$ cat config.mk
export PLATFORM = sky130hd
export DESIGN_NAME = rv_muldiv_unit
export DESIGN_NICKNAME = d
export VERILOG_FILES = /design/src/rtl/rv_muldiv_pkg.sv /design/src/rtl/rv_div_step.sv /design/src/rtl/rv_muldiv_unit.sv
export SDC_FILE = /design/constraint.sdc
export NUM_CORES = 2
export LEC_CHECK = 0
export CELL_PAD_IN_SITES_DETAIL_PLACEMENT = 1
export CELL_PAD_IN_SITES_GLOBAL_PLACEMENT = 1
export CORE_MARGIN = 2
export CORE_UTILIZATION = 56
export DETAILED_ROUTE_END_ITERATION = 8
export PLACE_DENSITY_LB_ADDON = 0.1
export SYNTH_ARGS = -nofsm -noshare
export SYNTH_HDL_FRONTEND = slang
export SYNTH_HIERARCHICAL = 1
export SYNTH_SLANG_ARGS = --single-unit
$ cat constraint.sdc
create_clock -name clk -period 17.2 [get_ports clk]
set_clock_uncertainty 0.15 [all_clocks]
set_input_delay 3.44 -clock clk [delete_from_list [all_inputs] [get_ports clk]]
set_output_delay 3.44 -clock clk [all_outputs]
set_load 0.05 [all_outputs]
$ cat src/rtl/rv_muldiv_pkg.sv
// Shared types and op-decode helpers for the RV32IM multiply/divide unit.
package rv_muldiv_pkg;

    typedef enum logic [2:0] {
        OP_MUL    = 3'b000,
        OP_MULH   = 3'b001,
        OP_MULHSU = 3'b010,
        OP_MULHU  = 3'b011,
        OP_DIV    = 3'b100,
        OP_DIVU   = 3'b101,
        OP_REM    = 3'b110,
        OP_REMU   = 3'b111
    } md_op_e;

    typedef enum logic [2:0] {
        ST_IDLE,
        ST_MUL,
        ST_DIV,
        ST_FIXUP,
        ST_DONE
    } md_state_e;

    function automatic logic is_div(md_op_e op);
        return op inside {OP_DIV, OP_DIVU, OP_REM, OP_REMU};
    endfunction

    function automatic logic is_rem(md_op_e op);
        return op inside {OP_REM, OP_REMU};
    endfunction

    function automatic logic is_signed_rs1(md_op_e op);
        return op inside {OP_MULH, OP_MULHSU, OP_DIV, OP_REM};
    endfunction

    function automatic logic is_signed_rs2(md_op_e op);
        return op inside {OP_MULH, OP_DIV, OP_REM};
    endfunction

endpackage

$ cat src/rtl/rv_div_step.sv
// One restoring-division step: shift a dividend bit into the partial remainder
// and subtract the divisor if it fits.
module rv_div_step #(
    parameter int XLEN = 32
) (
    input  logic [XLEN-1:0] part_rem,
    input  logic [XLEN-1:0] divisor,
    input  logic            dividend_bit,
    output logic [XLEN-1:0] next_rem,
    output logic            quo_bit
);

    logic [XLEN:0] shifted;
    logic [XLEN:0] diff;

    // part_rem < divisor always holds, so a borrow shows up in the top bit of diff
    assign shifted  = {part_rem, dividend_bit};
    assign diff     = shifted - {1'b0, divisor};
    assign quo_bit  = ~diff[XLEN];
    assign next_rem = quo_bit ? diff[XLEN-1:0] : {part_rem[XLEN-2:0], dividend_bit};

endmodule

$ cat src/rtl/rv_muldiv_unit.sv
// M-extension execution unit: single-cycle multiply, iterative restoring divide
// with DIV_BITS quotient bits per cycle, start/busy/done handshake and kill.
module rv_muldiv_unit
    import rv_muldiv_pkg::*;
#(
    parameter int XLEN     = 32,
    parameter int DIV_BITS = 1
) (
    input  logic            clk,
    input  logic            rst,
    input  logic            start_i,
    input  logic [2:0]      funct3_i,
    input  logic [XLEN-1:0] rs1_i,
    input  logic [XLEN-1:0] rs2_i,
    input  logic            kill_i,
    output logic            busy_o,
    output logic            done_o,
    output logic [XLEN-1:0] result_o
);

    localparam int ITER  = XLEN / DIV_BITS;
    localparam int CNT_W = (ITER > 1) ? $clog2(ITER) : 1;

    md_state_e       state_q, state_d;
    md_op_e          op_q, op_in;
    logic [XLEN-1:0] opa_q, opb_q, rem_q, quo_q, result_q;
    logic            neg_quo_q, neg_rem_q;
    logic [CNT_W-1:0] cnt_q;

    logic            accept, rs1_neg, rs2_neg, div_zero, div_ovf;
    logic [XLEN-1:0] rs1_mag, rs2_mag;

    assign op_in    = md_op_e'(funct3_i);
    assign accept   = (state_q == ST_IDLE) && start_i && !kill_i;
    assign rs1_neg  = is_signed_rs1(op_in) & rs1_i[XLEN-1];
    assign rs2_neg  = is_signed_rs2(op_in) & rs2_i[XLEN-1];
    assign rs1_mag  = rs1_neg ? -rs1_i : rs1_i;
    assign rs2_mag  = rs2_neg ? -rs2_i : rs2_i;
    assign div_zero = (rs2_i == '0);
    assign div_ovf  = is_signed_rs1(op_in) && (rs1_i == {1'b1, {(XLEN-1){1'b0}}}) && (rs2_i == '1);

    logic [2*XLEN-1:0] mul_a, mul_b, product;
    logic [XLEN-1:0]   mul_res;

    assign mul_a   = is_signed_rs1(op_q) ? {{XLEN{opa_q[XLEN-1]}}, opa_q} : {{XLEN{1'b0}}, opa_q};
    assign mul_b   = is_signed_rs2(op_q) ? {{XLEN{opb_q[XLEN-1]}}, opb_q} : {{XLEN{1'b0}}, opb_q};
    assign product = mul_a * mul_b;
    assign mul_res = (op_q == OP_MUL) ? product[XLEN-1:0] : product[2*XLEN-1:XLEN];

    // Dividend bits leave quo_q at the top while quotient bits enter at the bottom
    logic [XLEN-1:0]     rem_chain [0:DIV_BITS];
    logic [DIV_BITS-1:0] q_bits;
    logic [XLEN-1:0]     quo_next;

    assign rem_chain[0] = rem_q;

    for (genvar k = 0; k < DIV_BITS; k++) begin : g_step
        rv_div_step #(.XLEN(XLEN)) u_step (
            .part_rem     (rem_chain[k]),
            .divisor      (opb_q),
            .dividend_bit (quo_q[XLEN-1-k]),
            .next_rem     (rem_chain[k+1]),
            .quo_bit      (q_bits[DIV_BITS-1-k])
        );
    end

    assign quo_next = {quo_q[XLEN-DIV_BITS-1:0], q_bits};

    logic [XLEN-1:0] quo_fix, rem_fix, fix_res;

    assign quo_fix = neg_quo_q ? -quo_q : quo_q;
    assign rem_fix = neg_rem_q ? -rem_q : rem_q;
    assign fix_res = is_rem(op_q) ? rem_fix : quo_fix;

    always_ff @(posedge clk or posedge rst) begin
        if (rst) begin
            state_q <= ST_IDLE;
        end else begin
            state_q <= state_d;
        end
    end

    // Corner-case divides pass through FIXUP with preset values so they share MUL latency
    always_comb begin
        state_d = state_q;
        case (state_q)
            ST_IDLE: begin
                if (accept) begin
                    if (!is_div(op_in))          state_d = ST_MUL;
                    else if (div_zero || div_ovf) state_d = ST_FIXUP;
                    else                          state_d = ST_DIV;
                end
            end
            ST_MUL:   state_d = kill_i ? ST_IDLE : ST_DONE;
            ST_DIV: begin
                if (kill_i)             state_d = ST_IDLE;
                else if (cnt_q == '0)   state_d = ST_FIXUP;
            end
            ST_FIXUP: state_d = kill_i ? ST_IDLE : ST_DONE;
            ST_DONE:  state_d = ST_IDLE;
            default:  state_d = ST_IDLE;
        endcase
    end

    always_ff @(posedge clk or posedge rst) begin
        if (rst) begin
            op_q      <= OP_MUL;
            opa_q     <= '0;
            opb_q     <= '0;
            rem_q     <= '0;
            quo_q     <= '0;
            neg_quo_q <= 1'b0;
            neg_rem_q <= 1'b0;
            cnt_q     <= '0;
            result_q  <= '0;
        end else begin
            case (state_q)
                ST_IDLE: begin
                    if (accept) begin
                        op_q      <= op_in;
                        opa_q     <= rs1_i;
                        opb_q     <= rs2_i;
                        rem_q     <= '0;
                        quo_q     <= '0;
                        neg_quo_q <= 1'b0;
                        neg_rem_q <= 1'b0;
                        cnt_q     <= CNT_W'(ITER - 1);
                        if (is_div(op_in)) begin
                            if (div_zero) begin
                                quo_q <= '1;
                                rem_q <= rs1_i;
                            end else if (div_ovf) begin
                                quo_q <= rs1_i;
                            end else begin
                                quo_q     <= rs1_mag;
                                opb_q     <= rs2_mag;
                                neg_quo_q <= rs1_neg ^ rs2_neg;
                                neg_rem_q <= rs1_neg;
                            end
                        end
                    end
                end
                ST_MUL: begin
                    if (!kill_i) result_q <= mul_res;
                end
                ST_DIV: begin
                    rem_q <= rem_chain[DIV_BITS];
                    quo_q <= quo_next;
                    cnt_q <= cnt_q - CNT_W'(1);
                end
                ST_FIXUP: begin
                    if (!kill_i) result_q <= fix_res;
                end
                default: ;
            endcase
        end
    end

    assign busy_o   = (state_q == ST_MUL) || (state_q == ST_DIV) || (state_q == ST_FIXUP);
    assign done_o   = (state_q == ST_DONE);
    assign result_o = result_q;

endmodule

# After elaboration in Yosys (flattened, before gate mapping)
# Cells that the tools add are included.
totals:
  ff_bits: 173
  input_bits: 71
  output_inout_bits: 34
  wordCells: 106
op_classes:
  addsub: 6
  multipliers: 1
  n_eq_ne: 21
  mux: 39
  n_bitwise: 4
  n_reduce_logical: 25
ops:
  columns: ["cell", "count"]
  rows:
  - ["32-bit 2-to-1 mux", 19]
  - ["32-bit case mux with 2 select lines", 3]
  - ["64-bit 2-to-1 mux", 2]
  - ["32-bit negation", 4]
  - ["32-bit == test (second input constant)", 2]
  - ["64-bit by 64-bit multiplier with 64-bit output", 1]
  - ["33-bit by 32-bit subtractor with 33-bit output", 1]
  - ["32-bit logical NOT", 1]
  - ["3-bit == test (second input constant)", 8]
  - ["3-bit by 2-bit == test with 1-bit output (second input constant)", 4]
  - ["3-bit 2-to-1 mux", 4]
  - ["4-bit nonzero test", 3]
  - ["5-bit case mux with 2 select lines", 1]
  - ["3-bit by 1-bit == test with 1-bit output (second input constant)", 3]
  - ["3-bit case mux with 3 select lines", 1]
  - ["1-bit 2-to-1 mux", 7]
  - ["3-bit logical NOT", 2]
  - ["2-bit != test (second input constant)", 3]
  - ["2-bit AND reduction", 3]
  - ["2-bit nonzero test", 3]
  - ["3-bit nonzero test", 2]
  - ["5-bit logical NOT", 1]
  - ["5-bit 2-to-1 mux", 1]
  - ["5-bit by 1-bit subtractor with 5-bit output (second input constant)", 1]
  - ["other kinds (10)", 16]

# Longest topological paths before layout
logic_depth:
  depth_word: 9
  depth_mapped: 37

# Hierarchy
# The synthesis kept the hierarchy.
by_module_without_submodules:
  columns: ["mod", "n_inst", "cells_per_inst", "area_per_inst_um2", "seq_area_each_um2"]
  rows:
  - ["rv_muldiv_unit", 1, 6358, 57853.0, 4329.2]
  - ["rv_div_step", 1, 305, 2358.5, 0.0]

# Least setup slack after synthesis
# No wires, ideal clock.
synth_timing:
  path_kind: "register -> register"
  from: "reg op_q[2]"
  to: "reg result_q[25], in the netlist result_o[25]"
  setup_time_ps: 136
  t_arrival_ps: 9495
  required_ps: 16914
  path_slack_ps: 7419
  path_stages_with_launch: 33
  cell_sequence: "dfrtp_1 -> clkbuf_1 -> or3_1 -> clkbuf_1 -> and3_1 -> clkbuf_1 -> clkbuf_1 -> buf_1 -> nand2_1 -> fa_1 -> fa_1 -> inv_1 -> fa_1 -> fa_1 -> fa_1 -> fa_1 -> fa_1 -> fa_1 -> fa_1 -> inv_1 -> fa_1 -> inv_1 -> ha_1 -> clkbuf_1 -> and4_1 -> nand3_1 -> nor3_1 -> nand4_1 -> o221a_2 -> nand2b_1 -> nor2_1 -> o311ai_0 -> a21oi_1"
synth_between:
  elab_chain_len: 7
  elab_cells_between_ends: 17
  cone_classes: "mul: 1; eq/ne: 5; mux: 7; reduce/logical: 4"
synth_lines:
  columns: ["element", "line", "source"]
  rows:
  - ["from (decl)", "rv_muldiv_unit.sv:25", "md_op_e op_q, op_in;"]
  - ["from (signal assigned)", "rv_muldiv_unit.sv:120", "op_q <= op_in;"]
  - ["3-bit by 1-bit == test with 1-bit output (tied with other cells)", "rv_muldiv_pkg.sv:32, rv_muldiv_pkg.sv:36", null]
  - ["4-bit nonzero test / 3-bit nonzero test (equally long branches)", "rv_muldiv_pkg.sv:32, rv_muldiv_pkg.sv:36", null]
  - ["64-bit 2-to-1 mux, on equally long branches", "rv_muldiv_unit.sv:45, rv_muldiv_unit.sv:46", null]
  - ["64-bit by 64-bit multiplier with 64-bit output", "rv_muldiv_unit.sv:47", "assign product = mul_a * mul_b;"]
  - ["32-bit 2-to-1 mux", "rv_muldiv_unit.sv:48", "assign mul_res = (op_q == OP_MUL) ? product[XLEN-1:0] : product[2*XLEN-1:XLEN];"]
  - ["32-bit 2-to-1 mux", "rv_muldiv_unit.sv:144", "if (!kill_i) result_q <= mul_res;"]
  - ["32-bit case mux with 2 select lines (*)", "rv_muldiv_unit.sv:117", "case (state_q)"]
  - ["to (signal assigned)", "rv_muldiv_unit.sv:144", null]
  - ["to (signal assigned)", "rv_muldiv_unit.sv:152", "if (!kill_i) result_q <= fix_res;"]
  - ["to (decl)", "rv_muldiv_unit.sv:26", "logic [XLEN-1:0] opa_q, opb_q, rem_q, quo_q, result_q;"]
# Mark *: on every way between the ends. The rest lies on a longest branch, timed or not. The select of a mux whose other input is x is not followed.
# A chain may end at the register's enable or synchronous reset.

# Worst setup path in the final report
layout_timing:
  from: "reg op_q[2]"
  to: "reg result_q[31], in the netlist result_o[31]"
# Same word-level chain as after synthesis.

==> reports/results.ini <==
[status]
run_status = complete, no violations

[global_routing]
grt_usage = 0.395
grt_pass1_vias = 54200
antenna_found_initial = 8
grt_overflow = 0
grt_pass1_wl_um = 327000
grt_max_degree = 88

[critical_path]
crit_fanout = 32
reg2reg_slack_ns = 6.36
worstSetupStartpointType = flip-flop
reg2reg_from = op_q[2]
r2r_cells = 31
path_delay_family = adder cells
critPathBufInv = 7
worstSetupEndpointType = flip-flop
crit_top_cell = fa_1
regToRegEndpoint = result_o[31]
crit_path_max_incr_delay_ns = 0.89
critical_path_arrival_ns = 11.06
critical_path_class = reg -> reg
critPathSlowestCell = fa_1
required_ns = 17.42

[drt]
wl_um = 211000
route.antenna.remaining_nets = 0
num_vias = 47200
drtIter0Drc = 3463
firstDrtPassIters = 5
routed_via_density = 5.94
post-route-drc-count = 0
wl_per_cell_um = 26.5

[clock_tree]
cts_max_level = 4
cts_buffer_depth = 2
cts-resized-gates = 0
cts_buffers = 17
clk_pin_slew_worst_paths_ns = 0.07
clock_sinks = 173
cts_tree = yes
hold_buffers = 0
clock_latency_ns = 0.47
cts_setup_buffers = 0
cts_root_buf = clkbuf_16

[synthesis]
ys_seq_area_frac = 0.0719
synth_fp_nets = 8501
synth_xor_area_frac = 0.0381
synthTopCellsByArea = fa_1 47%, inv_1 9.7%, ha_1 7.2%
synth_compound_area_frac = 0.0731
synth.avg_cell_area_um2 = 9.04
ys_types = 106
synth.ff_latch_count = 173
synth_largest_area_cell = fa_1
synthMuxAreaShare = 0.00686
synth_top_family_by_area = adder cells
yosys_warnings = 6
netlist.area_leader.share = 0.472
yosys.area_share.simple = 0.144
synth_edf_count = 0
netlist_instances = 6663
yosys_most_used_dff = dfrtp_1
ys_async_sr_fraction = 1.00
synth_fa_ha_area_frac = 0.545
syn_area_mm2 = 0.0602

[min_path]
hold_start = cnt_q[4]
min_path_cells = 1
hold_class = reg -> reg
min_to = cnt_q[4]

[placement]
dp_worst_setup_slack_ns = 6.52
gp_congestion = 0.953
place.detailed.hpwl_um = 173000
dp.cells = 7917
port_buffers = 104

[sta]
rsz0062_at_grt = no
max_slew_margin = 0.242
final-setup-viol-count = 0
period_share = 0.630
setup_slack_ns = 6.36
max_freq_mhz = 92.2
fin_crit_ns = 10.84
fin_tns_setup_ns = 0
slew_violations = 0
worst_pin_slew_ns = 1.14
hold_violations = 0

[layout]
drive_gt1_frac = 0.0328
nNetsFinal = 8371
syn_to_final_growth_pct = 4.52
instances_no_fill = 7953

[die]
die_area_mm2 = 0.110
die-height_um = 332
ios = 105
rows = 120
core_mm2 = 0.107
start_util = 0.563
die_width_um = 332

[job]
cap_violations = 0

synth_stat cells (22+ instances only):
| cell | instances |
|---|---|
| ha_1 | 347 |
| o221ai_1 | 22 |
| a21oi_1 | 165 |
| o211ai_1 | 22 |
| o31ai_1 | 44 |
| nor2_1 | 123 |
| dfrtp_1 | 173 |
| xnor2_1 | 148 |
| nand4_1 | 29 |
| o21ai_0 | 176 |
| fa_1 | 1420 |
| nor3_1 | 44 |
| and2_1 | 390 |
| and3_1 | 44 |
| xor2_1 | 114 |
| inv_1 | 1563 |
| nand3_1 | 67 |
| nand2_1 | 1030 |
| a21o_1 | 43 |
| clkbuf_1 | 317 |
| a221o_1 | 30 |
worst max-delay path by stage:
stage                        end    start  cells past startpoint
floorplan           result_o[25]  op_q[2]                     32
global placement    result_o[31]  op_q[2]                     31
detailed placement  result_o[31]  op_q[2]                     31
CTS                 result_o[31]  op_q[2]                     31
global route        result_o[31]  op_q[2]                     31
finish              result_o[31]  op_q[2]                     31
cell usage in the layout (no fill, tap or decap), types with 12 or more instances in the layout:
| cell type | n |
|---|---|
| o211ai_1 | 22 |
| buf_4 | 96 |
| a21o_1 | 43 |
| nor2_1 | 123 |
| clkdlybuf4s50_1 | 104 |
| mux2_4 | 19 |
| fa_1 | 1420 |
| a21oi_1 | 165 |
| xnor2_1 | 148 |
| nand3_1 | 66 |
| nor4_1 | 16 |
| nor3_1 | 43 |
| o21a_1 | 14 |
| a221o_1 | 30 |
| nand4_1 | 29 |
| inv_1 | 1562 |
| and2_1 | 390 |
| a31oi_1 | 19 |
| o41ai_1 | 13 |
| o31ai_1 | 44 |
| o21bai_1 | 18 |
| o221ai_1 | 22 |
| o21ai_0 | 176 |
| nand2_1 | 1030 |
| ha_1 | 347 |
| xor2_1 | 114 |
| clkbuf_16 | 17 |
| nand2b_1 | 12 |
| and3_1 | 44 |
| or3_1 | 19 |
| dfrtp_1 | 168 |
| a211oi_1 | 18 |
registers in the layout (all words and copies together) (netlist names):
signal	flops
opb_q	32
cnt_q	5
neg_rem_q	1
rem_q	32
neg_quo_q	1
opa_q	32
state_q	3
op_q	3
quo_q	32
result_o	32
final cells by class:
type                    count  area [µm²]
clock inverters            11         108
repair buffers            200        1760
fillers                 12300       44000
diodes                      4        10.0
flip-flops and latches    173        4340
inverters                1565        5890
multi-input cells        4576       48600
clock buffers              21         470
well taps                1403        1760
metal layers:
metal  GRT usage  share of wire
met5           0       0.000085
met4       0.199          0.060
met1       0.496           0.38
met2       0.674           0.50
met3      0.0524          0.067
stage by stage:
step / hold WS (ns) / area [µm²] / utilization
floorplan: 0.296 / 60200 / -
global placement: 0.309 / 62300 / 0.583
detailed placement: 0.317 / 62300 / 0.583
CTS: 0.334 / 62900 / 0.589
global route: 0.364 / 62900 / 0.589
finish: 0.333 / 62900 / 0.589
logic make-up (layout without fill, tap and decap cells):
logic type	Yosys count	in the layout
DFF	173	173
adders and majority gates	1772	1772
other	0	4
buffers and inverters	1914	1797
AOI/OAI and AO/OA	671	671
muxes	30	30
xor gates and xnor gates	262	262
and+or+nand+nor	1841	1841
Power is left out: the tool's default activity adds up to more than one toggle a clock period on the data nets, which glitch-free logic cannot reach.
